==> src/rtl/wb_initiator.sv <==
// rtl/wb_initiator.sv - Wishbone classic initiator, one outstanding command/response transaction
// Optional bus-cycle timeout enabled by defining WB_INITIATOR_TIMEOUT_EN.
module wb_initiator #(
   parameter int TIMEOUT = 255
) (
   input  logic        wb_clk_i,
   input  logic        wb_rst_i,
   input  logic        cmd_valid,
   output logic        cmd_ready,
   input  logic        cmd_we,
   input  logic [31:0] cmd_adr,
   input  logic [31:0] cmd_dat,
   input  logic [3:0]  cmd_sel,
   output logic        rsp_valid,
   input  logic        rsp_ready,
   output logic [31:0] rsp_dat,
   output logic        rsp_err,
   output logic        wbm_cyc_o,
   output logic        wbm_stb_o,
   output logic        wbm_we_o,
   output logic [3:0]  wbm_sel_o,
   output logic [31:0] wbm_adr_o,
   output logic [31:0] wbm_dat_o,
   input  logic        wbm_ack_i,
   input  logic [31:0] wbm_dat_i
);

   typedef enum logic [1:0] {
      IDLE = 2'd0,
      BUS  = 2'd1,
      RESP = 2'd2
   } state_t;

   state_t      state_q, state_d;
   logic        cmd_ready_d;
   logic        cyc_d;
   logic        we_d;
   logic [3:0]  sel_d;
   logic [31:0] adr_d;
   logic [31:0] dat_d;
   logic        rsp_valid_d;
   logic [31:0] rsp_dat_d;

   if (TIMEOUT < 1 || TIMEOUT > 65535) begin : g_bad_timeout
      $error("wb_initiator: TIMEOUT must be in 1..65535");
   end

`ifdef WB_INITIATOR_TIMEOUT_EN
   logic [15:0] tmo_cnt_q, tmo_cnt_d;
   logic        rsp_err_d;
   logic        bus_timeout;

   // The count reaches TIMEOUT on the edge that closes the TIMEOUT-th BUS cycle.
   assign bus_timeout = (({1'b0, tmo_cnt_q} + 17'd1) == 17'(TIMEOUT));
`else
   assign rsp_err = 1'b0;
`endif

   // Strobe always tracks cycle: classic single transfer, no bursts.
   assign wbm_stb_o = wbm_cyc_o;

   always_comb begin
      state_d     = state_q;
      cyc_d       = wbm_cyc_o;
      we_d        = wbm_we_o;
      sel_d       = wbm_sel_o;
      adr_d       = wbm_adr_o;
      dat_d       = wbm_dat_o;
      rsp_valid_d = rsp_valid;
      rsp_dat_d   = rsp_dat;
`ifdef WB_INITIATOR_TIMEOUT_EN
      tmo_cnt_d   = tmo_cnt_q;
      rsp_err_d   = rsp_err;
`endif
      case (state_q)
         IDLE: begin
            if (cmd_valid && cmd_ready) begin
               state_d = BUS;
               cyc_d   = 1'b1;
               we_d    = cmd_we;
               sel_d   = cmd_sel;
               adr_d   = cmd_adr;
               dat_d   = cmd_we ? cmd_dat : 32'h0;
`ifdef WB_INITIATOR_TIMEOUT_EN
               tmo_cnt_d = 16'h0;
`endif
            end
         end
         BUS: begin
            // Ack is checked first so an ack on the timeout cycle still completes cleanly.
            if (wbm_ack_i) begin
               state_d     = RESP;
               cyc_d       = 1'b0;
               rsp_valid_d = 1'b1;
               rsp_dat_d   = wbm_we_o ? 32'h0 : wbm_dat_i;
`ifdef WB_INITIATOR_TIMEOUT_EN
               rsp_err_d   = 1'b0;
            end else if (bus_timeout) begin
               state_d     = RESP;
               cyc_d       = 1'b0;
               rsp_valid_d = 1'b1;
               rsp_dat_d   = 32'h0;
               rsp_err_d   = 1'b1;
            end else begin
               tmo_cnt_d   = tmo_cnt_q + 16'd1;
`endif
            end
         end
         RESP: begin
            if (rsp_ready) begin
               state_d     = IDLE;
               rsp_valid_d = 1'b0;
            end
         end
         default: begin
            state_d = IDLE;
            cyc_d   = 1'b0;
         end
      endcase
      cmd_ready_d = (state_d == IDLE);
   end

   always_ff @(posedge wb_clk_i) begin
      if (wb_rst_i) begin
         state_q   <= IDLE;
         cmd_ready <= 1'b0;
         wbm_cyc_o <= 1'b0;
         wbm_we_o  <= 1'b0;
         wbm_sel_o <= 4'h0;
         wbm_adr_o <= 32'h0;
         wbm_dat_o <= 32'h0;
         rsp_valid <= 1'b0;
         rsp_dat   <= 32'h0;
      end else begin
         state_q   <= state_d;
         cmd_ready <= cmd_ready_d;
         wbm_cyc_o <= cyc_d;
         wbm_we_o  <= we_d;
         wbm_sel_o <= sel_d;
         wbm_adr_o <= adr_d;
         wbm_dat_o <= dat_d;
         rsp_valid <= rsp_valid_d;
         rsp_dat   <= rsp_dat_d;
      end
   end

`ifdef WB_INITIATOR_TIMEOUT_EN
   always_ff @(posedge wb_clk_i) begin
      if (wb_rst_i) begin
         tmo_cnt_q <= 16'h0;
         rsp_err   <= 1'b0;
      end else begin
         tmo_cnt_q <= tmo_cnt_d;
         rsp_err   <= rsp_err_d;
      end
   end
`endif

endmodule

==> config.mk <==
export PLATFORM = sky130hd
export DESIGN_NAME = wb_initiator
export DESIGN_NICKNAME = d
export VERILOG_FILES = /design/src/rtl/wb_initiator.sv
export SDC_FILE = /design/constraint.sdc
export NUM_CORES = 1
export LEC_CHECK = 0
export CORE_MARGIN = 2
export CORE_UTILIZATION = 46
export CTS_CLUSTER_DIAMETER = 150
export DETAILED_ROUTE_END_ITERATION = 6
export DONT_BUFFER_PORTS = 1
export PLACE_DENSITY = 0.66
export SYNTH_ARGS = -nofsm -noshare
export SYNTH_HDL_FRONTEND = slang
export SYNTH_SLANG_ARGS = --single-unit
==> constraint.sdc <==
create_clock -name wb_clk_i -period 3.9 [get_ports wb_clk_i]
set_input_delay 0.975 -clock wb_clk_i [delete_from_list [all_inputs] [get_ports wb_clk_i]]
set_output_delay 0.975 -clock wb_clk_i [all_outputs]
set_load 0.03 [all_outputs]
# Yosys cells after proc, flatten, opt, wreduce, memory -nomap -nowiden
# Index checks and enable logic that the tools add are counted.
dict set report totals {
  regBits 106
  latchBits 0
  ramBits 0
  romBits 0
  inputBits 106
  output_inout_bits 106
  memories 0
}
dict set report classes {
  add_sub_neg 0
  mul 0
  div 0
  magnitude_cmp 0
  eq_ne 5
  shift 0
  n_mux 12
  bitwise 1
  n_reduce_logical 8
}
# operator n
set op_table {}
lappend op_table {{two-way mux 32 bit} 2}
lappend op_table {{two-way mux 2 bit} 3}
lappend op_table {{inequality test 2 bit (second input constant)} 3}
lappend op_table {{case mux 2 bit (3 select lines)} 1}
lappend op_table {{AND reduction 3 bit} 2}
lappend op_table {{zero test 2 bit} 2}
lappend op_table {{two-way mux 1 bit} 4}
lappend op_table {{AND reduction 2 bit} 2}
lappend op_table {{case mux 1 bit (3 select lines)} 1}
lappend op_table {{equality test 2 x 1 -> 1 bit (second input constant)} 1}
lappend op_table {{equality test 2 bit (second input constant)} 1}
lappend op_table {{case mux 1 bit (2 select lines)} 1}
lappend op_table {{nonzero test 2 bit} 1}
lappend op_table {{logical AND 1 bit} 1}
lappend op_table {{NOT 1 bit} 1}

# Logic depth before layout (Yosys ltp)
dict set report depth {
  word_depth 4
  depth_mapped 5
}

# Least setup slack after synthesis
# OpenSTA, ideal clock, no wires.
dict set report synth_timing {
  kind {input port to flip-flop}
  from {input wb_rst_i}
  to {register rsp_dat[13]}
  arrival_time_ps 1788
  required_ps 3828
  path_slack_ps 2040
  path_stages 4
  n_path_buf 2
  cell_sequence {buf_6 -> clkbuf_1 -> or3b_2 -> mux2i_1}
}
# element line
set synth_lines {}
lappend synth_lines {{start: declaration} 7} ;# input logic wb_rst_i,
lappend synth_lines {{end signal: assignment} 143} ;# rsp_dat <= rsp_dat_d;
lappend synth_lines {{end: declaration} 16} ;# output logic [31:0] rsp_dat,

# Worst setup path after layout
dict set report layout_timing {
  from {register wbm_we_o}
  to {output wbm_we_o}
}
# element line
set layout_lines {}
lappend layout_lines {{start: declaration} 20} ;# output logic wbm_we_o,
lappend layout_lines {{start signal: assignment} 138} ;# wbm_we_o <= we_d;
# No word-level cell between the ends.

==> reports/metrics.json <==
{
  "outcome": "finished clean",
  "crit_path_max_incr_delay_ns": 0.59,
  "grt_overflow": 0,
  "grt_pass1_wl_um": 14700,
  "final.setup_skew_ns": 0.0103,
  "hold_path_depth": 2,
  "synth-warning-count": 0,
  "cts_setup_buffers": 0,
  "synth-seq-area-share": 0.429,
  "initial_core_util": 0.477,
  "setup_total_negative_slack_ns": 0,
  "ratio_of_routed_vias_to_standard_cells": 5.29,
  "layout.filler_cells": 990,
  "postRouteAntennaNets": 0,
  "critical_path_source": "wbm_we_o",
  "num_vias": 3066,
  "hold-path-endpoint": "rsp_dat[7]",
  "vdd_drop_max_mv": 0.206,
  "cts_sinks": 106,
  "grt_setup_unrepaired": "no",
  "drt_iter0_drc": 193,
  "min_from": "rsp_dat[7]",
  "setup_crit_path_kind": "reg -> out",
  "cts-root-buf": "clkbuf_8",
  "drv.max_cap_violation_count": 0,
  "worst_slew_pin_slew_ns": 0.989,
  "top_level_ports": 212,
  "fin_worst_hold_slack_ns": 0.627,
  "mostFrequentLayoutCells": "139 x nand2b_1, 106 x dfxtp_1, 101 x mux2i_1, 33 x nand3b_1, 29 x or3b_2",
  "finalSetupViolCount": 0,
  "timing.reg2reg.setup_slack_ns": 2.09,
  "synthMuxAreaShare": 0.204,
  "slew_viol_final": 0,
  "final_min_period_over_clock_period": 0.580,
  "area_enclosed_by_the_die_boundary_um2": 11600,
  "clk_path_buf_depth": 2,
  "average_wire_per_standard_cell_um": 16.7,
  "crit_path_start_kind": "flip-flop",
  "worst-endpoint-arrival_ns": 1.29,
  "finalCriticalPeriod_ns": 2.26,
  "critical_path.endpoint_type": "output pin",
  "floorplan.die.height_um": 108,
  "crit_path_max_fo": 20,
  "timing.hold.worst.class": "reg -> reg",
  "cts_tree": "built",
  "synth-adder-area-share": 0,
  "crit_path_cell_trace": "buf_4",
  "cpLargestDelayFamily": "flip-flops",
  "drt_drc_violations_left": 0,
  "cts-htree-levels": 3,
  "postRouteWirelength_um": 9710,
  "insertion_delay_of_the_later_clocked_pin_in_the_worst_skew_pair_ns": 0.36,
  "maxSlewHeadroom": 0.340,
  "grt_antenna_before_repair": 0,
  "post_synth_xor_area_fraction": 0,
  "synthesis.instances": 472,
  "ys_seq_elements": 106,
  "core.rowCount": 37,
  "cts.reportedPaths.clkPinSlew_ns": 0.09,
  "synth_compound_gate_area_share": 0.00657,
  "finalHoldViolations": 0,
  "placement.io_buffers": 0,
  "dieWidth_um": 108,
  "grt.total_usage": 0.159,
  "critPathSlowestCell": "dfxtp_1",
  "mostFrequentLayoutCell": "nand2b_1",
  "tritoncts.num_buffers": 9,
  "detailedPlacementHpwl_um": 6540,
  "post_synthesis_average_cell_area_um2": 10.5,
  "r2r_end": "rsp_dat[20]",
  "combinational_family_with_the_most_area_after_synthesis": "simple AND/OR/NAND/NOR gates",
  "clock.fmax_ghz": 0.442,
  "synthToLayoutAreaGrowth_pct": 2.33,
  "critical_path.reg2reg.startpoint": "state_q[0]",
  "critical_path_required_ns": 2.92,
  "static-leakage-power_nw": 1.67,
  "final_nets": 547,
  "pwr_density_cell_nw_per_um2": 412,
  "largest_net_degree_at_the_start_of_global_routing": 209,
  "ff2ff_path_depth": 2,
  "diodes": 0,
  "holdBufCountCts": 0,
  "last_weighted_congestion_value_of_the_routability_driven_placer": 0.727,
  "grt_pass1_vias": 2940,
  "synth_nets": 578,
  "cts_repair_resize_count": 0,
  "final_layout_size_suffix_gt1_frac": 0.108,
  "ys_types": 23,
  "synth_simple_gate_area_share": 0.301,
  "netlist_area_um2": 4950,
  "detail_route.first_pass.iterations": 4,
  "critPathBufInv": 1,
  "coreArea_um2": 10400
}
-- how the worst max path moves through the flow --
stage | end | slack, ns | cells past startpoint
after floorplan | rsp_dat[13] | 2.04 | 4
after global placement | rsp_dat[7] | 1.75 | 2
after detailed placement | rsp_dat[20] | 1.69 | 2
after CTS | wbm_we_o | 1.61 | 1
after global routing | wbm_we_o | 1.52 | 1
final | wbm_we_o | 1.64 | 1
-- power breakdown --
group / internal, mW / switching [mW]
Clock: 0.309 / 0.355
Sequential: 1.13 / 0.122
Combinational: 0.105 / 0.0677
Total: 1.54 / 0.545
-- metal layers --
| metal | track usage | up-vias | part of all wire |
|---|---|---|---|
| met4 | 0.0650 | 0 | 0.021 |
| li1 | - | 1509 | - |
| met1 | 0.179 | 1408 | 0.40 |
| met3 | 0.0708 | 16 | 0.11 |
| met2 | 0.261 | 133 | 0.47 |
| met5 | 0 | - | 0 |
-- flip-flops by register name, summed over array words and instances, names as in the netlist, 2 cells and up --
name	count
wbm_dat_o	32
wbm_sel_o	4
wbm_adr_o	32
state_q	2
rsp_dat	32
-- cells in the mapped netlist --
cell       instances  share of area
a21oi_1            2         0.0020
nor2b_1            2         0.0025
and3b_1            2         0.0035
nor4bb_2           1         0.0033
mux2i_1          101           0.20
buf_6              3         0.0068
dfxtp_1          106           0.43
nor2_1             1        0.00076
nand2b_1         139           0.18
nor4b_2            1         0.0030
o2bb2ai_1          1         0.0018
nand4bb_1          1         0.0023
clkbuf_1          28          0.021
or3b_2            29          0.051
nand3b_1          33          0.050
a2111oi_0          1         0.0018
buf_4              4         0.0061
buf_2              2         0.0020
or3b_1             5         0.0088
buf_8              7          0.021
inv_1              1        0.00076
conb_1             1        0.00076
o21ai_0            1         0.0010
-- final cells by class --
cell class	instances	area, um^2	share of cell area
clock buffers	10	138	0.0272
multi-input cells	321	2550	0.503
repair buffers	2	27.5	0.00544
clock inverters	4	53.8	0.0106
well taps	136	170	0.0336
flip-flops and latches	106	2120	0.419
inverters	1	3.75	0.000741
-- logic make-up after synthesis --
group                  Yosys count
AND/OR/NAND/NOR                214
flip-flops                     106
multiplexers                   101
buffers and inverters           45
AO/OA/AOI/OAI                    5
other                            1
-- through the flow --
step | utilization | setup WS (ns) | instances | area, um^2 | total power, mW
final | 0.488 | 1.64 | 580 | 5060 | 2.08
after global routing | 0.488 | 1.52 | 580 | 5060 | 2.17
after CTS | 0.488 | 1.61 | 580 | 5060 | 2.12
after detailed placement | 0.470 | 1.69 | 566 | 4870 | 1.45
after global placement | 0.470 | 1.75 | 566 | 4870 | 1.44
after floorplan | - | 2.04 | 472 | 4950 | 1.46
Power figures use the tool's default switching activity.
